**config.mk**
```make
export PLATFORM = sky130hd
export DESIGN_NAME = branch_resolve
export DESIGN_NICKNAME = d
export VERILOG_FILES = /design/src/rtl/branch_resolve.sv
export SDC_FILE = /design/constraint.sdc
export NUM_CORES = 1
export LEC_CHECK = 0
export CAP_MARGIN = 30
export CORE_MARGIN = 8
export CORE_UTILIZATION = 30
export CTS_CLUSTER_SIZE = 12
export DETAILED_ROUTE_END_ITERATION = 8
export SYNTH_ARGS = -nofsm -noshare
export SYNTH_HDL_FRONTEND = slang
export SYNTH_SLANG_ARGS = --single-unit
export TNS_END_PERCENT = 30
```
**constraint.sdc**
```tcl
create_clock -name clk -period 4.7 [get_ports clk]
set_input_delay 0.94 -clock clk [delete_from_list [all_inputs] [get_ports clk]]
set_output_delay 0.94 -clock clk [all_outputs]
set_load 0.05 [all_outputs]
```
**src/rtl/branch_resolve.sv**
```systemverilog
// Execute-stage branch resolver: flag register, branch condition evaluation and held redirect to fetch.
// Optional FLAG_BYPASS_EN evaluates the condition in the acceptance cycle, so the EVAL state is never used.
module branch_resolve #(
  parameter int unsigned CNT_W = 16
) (
  input  logic             clk,
  input  logic             rst_n,
  input  logic             Zero,
  input  logic             Neg,
  input  logic             Cout,
  input  logic             flag_we,
  input  logic             br_valid,
  output logic             br_ready,
  input  logic [2:0]       br_cond,
  input  logic [8:0]       br_offset,
  input  logic [15:0]      br_npc,
  output logic             redirect_valid,
  output logic [15:0]      redirect_pc,
  input  logic             redirect_ack,
  output logic [2:0]       flags,
  output logic [CNT_W-1:0] taken_cnt
);

  typedef enum logic [1:0] {IDLE, EVAL, REDIRECT} state_t;

  state_t           state, state_nxt;
  logic [2:0]       flag_q;
  logic [15:0]      target_q;
  logic [CNT_W-1:0] cnt_q;
  logic             accept;
  logic [15:0]      target_d;
  logic             enter_redirect;

  function automatic logic cond_met(input logic [2:0] c, input logic [2:0] f);
    logic z, n, cy;
    {z, n, cy} = f;
    case (c)
      3'b000:  return ~z;
      3'b001:  return z;
      3'b010:  return ~z & ~n;
      3'b011:  return n;
      3'b100:  return z | ~n;
      3'b101:  return z | n;
      3'b110:  return cy;
      default: return 1'b1;
    endcase
  endfunction

  assign accept         = br_valid & br_ready;
  assign target_d       = br_npc + {{6{br_offset[8]}}, br_offset, 1'b0};
  assign enter_redirect = (state_nxt == REDIRECT) && (state != REDIRECT);

`ifdef FLAG_BYPASS_EN
  // A flag write in the acceptance cycle must be visible, so forward it past the register.
  logic [2:0] byp_flags;
  assign byp_flags = flag_we ? {Zero, Neg, Cout} : flag_q;
`else
  logic [2:0] cond_q;

  always_ff @(posedge clk or negedge rst_n) begin
    if (!rst_n)      cond_q <= '0;
    else if (accept) cond_q <= br_cond;
  end
`endif

  always_comb begin
    state_nxt = state;
    unique case (state)
      IDLE: begin
        if (accept) begin
`ifdef FLAG_BYPASS_EN
          if (cond_met(br_cond, byp_flags)) state_nxt = REDIRECT;
`else
          state_nxt = EVAL;
`endif
        end
      end
      EVAL: begin
`ifdef FLAG_BYPASS_EN
        state_nxt = IDLE;
`else
        state_nxt = cond_met(cond_q, flag_q) ? REDIRECT : IDLE;
`endif
      end
      REDIRECT: if (redirect_ack) state_nxt = IDLE;
      default:  state_nxt = IDLE;
    endcase
  end

  always_ff @(posedge clk or negedge rst_n) begin
    if (!rst_n) begin
      state    <= IDLE;
      flag_q   <= '0;
      target_q <= '0;
      cnt_q    <= '0;
    end else begin
      state <= state_nxt;
      if (flag_we) flag_q <= {Zero, Neg, Cout};
      if (accept)  target_q <= target_d;
      if (enter_redirect && (cnt_q != '1)) cnt_q <= cnt_q + 1'b1;
    end
  end

  assign br_ready       = (state == IDLE);
  assign redirect_valid = (state == REDIRECT);
  assign redirect_pc    = target_q;
  assign flags          = flag_q;
  assign taken_cnt      = cnt_q;

endmodule

```
Yosys cells after proc, flatten, opt, wreduce, memory -nomap -nowiden
Cells that the tools add are included.

Bits of input ports: 36. Logic and storage cells: 34. Register bits after elaboration: 40.

Bitwise gates (word level): 6. Multiplexer cells: 6. $add $sub $neg: 2. Reductions and logical operators: 4. Equal/unequal tests: 11.

Operators with widths (number): adder 16 x 1 -> 16 bit, second input constant (1); adder 16 bit (1); != test 16 bit, second input constant (1); == test 3 bit, second input constant (3); one-hot mux 1 bit (7 select lines) (1); == test 3 x 2 -> 1 bit, second input constant (2); two-way mux 2 bit (3); one-hot mux 2 bit (3 select lines) (1); == test 2 bit, second input constant (2); == test 3 x 1 -> 1 bit, second input constant (1); logical NOT 3 bit (1); AND 1 bit (2); == test 2 x 1 -> 1 bit, second input constant (1); logical AND 1 bit (2); logical NOT 2 bit (1); != test 2 bit, second input constant (1); NOT 1 bit (2); OR 1 bit (2); two-way mux 1 bit (1).

Logic depth before layout (Yosys ltp)
Depth in word-level cells: 9. Depth in mapped cells: 9. Depth with buffers taken out: 9.

Worst setup path after synthesis
OpenSTA, ideal clock, no wires.

Path type: input to register. Start: input br_offset[0]. End: register target_q[15] (netlist: redirect_pc[15]). Setup time: 124 ps. Stages on the path: 9. Data arrival time: 2562 ps. Setup slack: 2014 ps. Cells stage by stage: ha_1 > inv_1 > fa_1 > nor2b_1 > o31a_2 > o21ai_1 > o21ai_1 > mux2i_1 > a211o_1.

Word-level cells in the longest chain between the ends: 1.

Ends and longest elaborated chain: start: declaration (line 15) `input logic [8:0] br_offset,`; adder 16 bit (line 50) `assign target_d = br_npc + {{6{br_offset[8]}}, br_offset, 1'b0};`; end signal: assignment (line 99) `if (accept) target_q <= target_d;`; end: declaration (line 28) `logic [15:0] target_q;`.

No other way between the ends. A chain may end at the register's enable or synchronous reset.

Final worst setup path
Ends and elaborated chain as after synthesis.

==> flow_summary_export.csv <==
group,metric,value,unit
critical_path,path_max_fanout,3,
route,finalWirelength,5628,um
sta,rsz0062_at_grt,"no",
critical_path,startpoint_type,"primary input",
sta,worstMarginPinSlew,0.5476,ns
synthesis,synth_most_common_cell,"dfrtp_1",
clocking,cts_setup_buffers,0,
clocking,ctsHoldBuffers,0,
synthesis,synth_area,0.002323,mm^2
synthesis,synth_cells,234,
critical_path,crit_type,"in -> reg",
clocking,clk_latency,0.28,ns
power_and_ir_drop,power_leakage,1.429,nW
sta,fmax,0.3262,GHz
sta,fin_crit_sh,65.23,%
synthesis,synth.distinct_cells,42,
clocking,clk_pin_slew,0.08,ns
die,die_h,104.0,um
sta,setup_violations,0,
synthesis,post_synth_most_frequent_cells,"40 x dfrtp_1, 27 x nand2_1, 21 x o21ai_0, 16 x xnor2_1, 15 x ha_1",
route,antenna_left,0,
synthesis,synth_edf_count,0,
die,ios,73,
sta,hold_viol_final,0,
grt,grt_usage,10.55,%
die,initial_core_util,30.54,%
route,vias,1973,
grt,grt_max_degree,41,
cells_and_area,fin_nets,363,
clocking,cts_root_buf,"clkbuf_8",
die,die_x,104.0,um
sta,setup_tns,0,ns
synthesis,synth_area_leaders,"dfrtp_1 43%, ha_1 8.1%, xnor2_1 6.0%, o21ai_0 4.5%, nand2_1 4.4%",
clocking,clockBufferDepth,2,
placed_design,hpwl,4437,um
hold_path,hold_path.class,"in -> async",
die,fp-row-count,32,
synthesis,async_flop_share,100.0,%
synthesis,ys.flop_type,"dfrtp_1",
sta,setup_slack,1.634,ns
critical_path,critPathCaptureType,"flop",
synthesis,synth_top_area_share,43.08,%
synthesis,yosys.area.top_type,"dfrtp_1",
cells_and_area,drive_gt1_share,6.731,%
sta,finalMaxSlewViolations,0,
placed_design,numPortBuffers,72,
critical_path,required,4.88,ns
sta,timing.final.crit_period,3.066,ns
power_and_ir_drop,ir_worst_vdd,223.4,uV
run,maxCapViolCount,0,
route,first_pass_iters,4,
placed_design,gp_congestion,0.7781,
synthesis,yosysWarnings,0,
cells_and_area,synthToLayoutAreaGrowth,41.14,%
critical_path,ff2ff_setup_slack,2.79,ns
power_and_ir_drop,p_per_area,523.1,mW/mm^2
die,dieArea,0.01082,mm^2
cells_and_area,n_antenna_cell,0,
route,drt-initial-drc-count,50,
critical_path,rr_startpoint,"cond_q[1]",
critical_path,critPathLaunch,"br_offset[0]",
clocking,cts_tree,"built",
critical_path,rr_worst_depth,5,
route,detail_route.vias_per_cell,4.766,
clocking,cts_sinks,40,
route,route.detailed.wl_per_inst,13.59,um
critical_path,critPathArrivalTime,3.24,ns
grt,grt-ovfl-total,0,
grt,grt_antenna_before_repair,0,
synthesis,syn_nets,286,
outcome,status,"finished, final reports clean",
route,drc,0,
die,coreArea,0.007607,mm^2
grt,grt_pass1_wl,9549,um
placed_design,dpl_worst_slack,1.337,ns
clocking,cts_buffers,5,
synthesis,synth.avg_cell_area,9.929,um^2
synthesis,seq_area_frac_synth,43.08,%
clocking,htreeDepth,2,
sta,slew_headroom,63.38,%
clocking,ctsResizeCount,0,
grt,grt_pass1_vias,1927,
critical_path,rr_endpoint,"taken_cnt[1]",
synthesis,synth-seq-cells,40,
sta,skew,0.003368,ns
registers in the layout (all words and copies together), names as in the netlist:
register and cells:
state 2, taken_cnt 16, flags 3, redirect_pc 16, cond_q 3
placed cells by master, fill, tap and decap left out, drive strengths merged, types with 3 or more instances in the layout:
cell type,instances
clkdlybuf4s50,71
a21oi,9
a31oi,3
buf,3
clkbuf,6
xor2,8
nand2,27
xnor2,16
nand3,11
a21o,6
inv,11
ha,15
and3,6
dfrtp,40
mux2,7
or3,3
o21ai,24
nor2b,3
nand4,7
nor2,8
mux2i,3
kinds of logic after synthesis:
logic type / after synthesis / share of synthesized area (%)
adders and majority gates: 16 / 8.939
AOI/OAI and AO/OA: 58 / 16.42
xor gates and xnor gates: 24 / 9.047
muxes: 10 / 4.685
DFF: 40 / 43.08
buffers and inverters: 15 / 2.746
and+or+nand+nor: 71 / 15.08
stage by stage:
| stage | hold slack [ns] | std cells | util (%) | total power [mW] | cell area, um^2 |
|---|---|---|---|---|---|
| after floorplan | 0.5224 | 234 | - | 1.139 | 2323 |
| after global placement | 0.4612 | 405 | 41.43 | 1.444 | 3152 |
| after detailed placement | 0.4693 | 405 | 41.43 | 1.457 | 3152 |
| after CTS | 0.4868 | 413 | 42.85 | 1.739 | 3259 |
| after global routing | 0.4707 | 414 | 43.11 | 1.816 | 3279 |
| final | 0.4796 | 414 | 43.11 | 1.716 | 3279 |
report_power, final:
part / leakage, nW / internal, mW / total, mW / switching, mW
Sequential: 0.509 / 0.455 / 0.540 / 0.0850
Clock: 0.0552 / 0.158 / 0.277 / 0.119
Combinational: 0.865 / 0.325 / 0.899 / 0.574
Total: 1.43 / 0.937 / 1.72 / 0.778
how the worst max path moves through the flow:
| stage | slack, ns | end | depth (start not counted) |
|---|---|---|---|
| after floorplan | 2.01 | redirect_pc[15] | 9 |
| after global placement | 1.40 | redirect_pc[15] | 10 |
| after detailed placement | 1.34 | redirect_pc[15] | 10 |
| after CTS | 1.64 | redirect_pc[15] | 10 |
| after global routing | 1.46 | redirect_pc[15] | 10 |
| final | 1.63 | redirect_pc[15] | 10 |
layer usage:
metal	GRT usage (%)	part of all wire, %
met2	16.36	46
met1	13.73	48
met4	2.689	0.71
met3	3.470	5.8
met5	0	0
area by class of cell:
class | count | area (um^2)
Fill cell | 734 | 4328
Clock inverter | 2 | 35.03
Tap cell | 102 | 127.6
Timing Repair Buffer | 74 | 743.2
Multi-Input combinational cell | 179 | 1259
Clock buffer | 6 | 72.57
Inverter | 11 | 41.29
Sequential cell | 40 | 1001
worst max-delay path, cell delays in order:
cell             delay, ns
clkdlybuf4s50_1       0.46
ha_1                  0.19
inv_1                 0.07
fa_1                  0.39
nor2b_1               0.17
o31a_2                0.17
o21ai_1               0.13
o21ai_1               0.32
mux2i_1               0.12
a211o_1               0.28
Power figures use the tool's default switching activity.
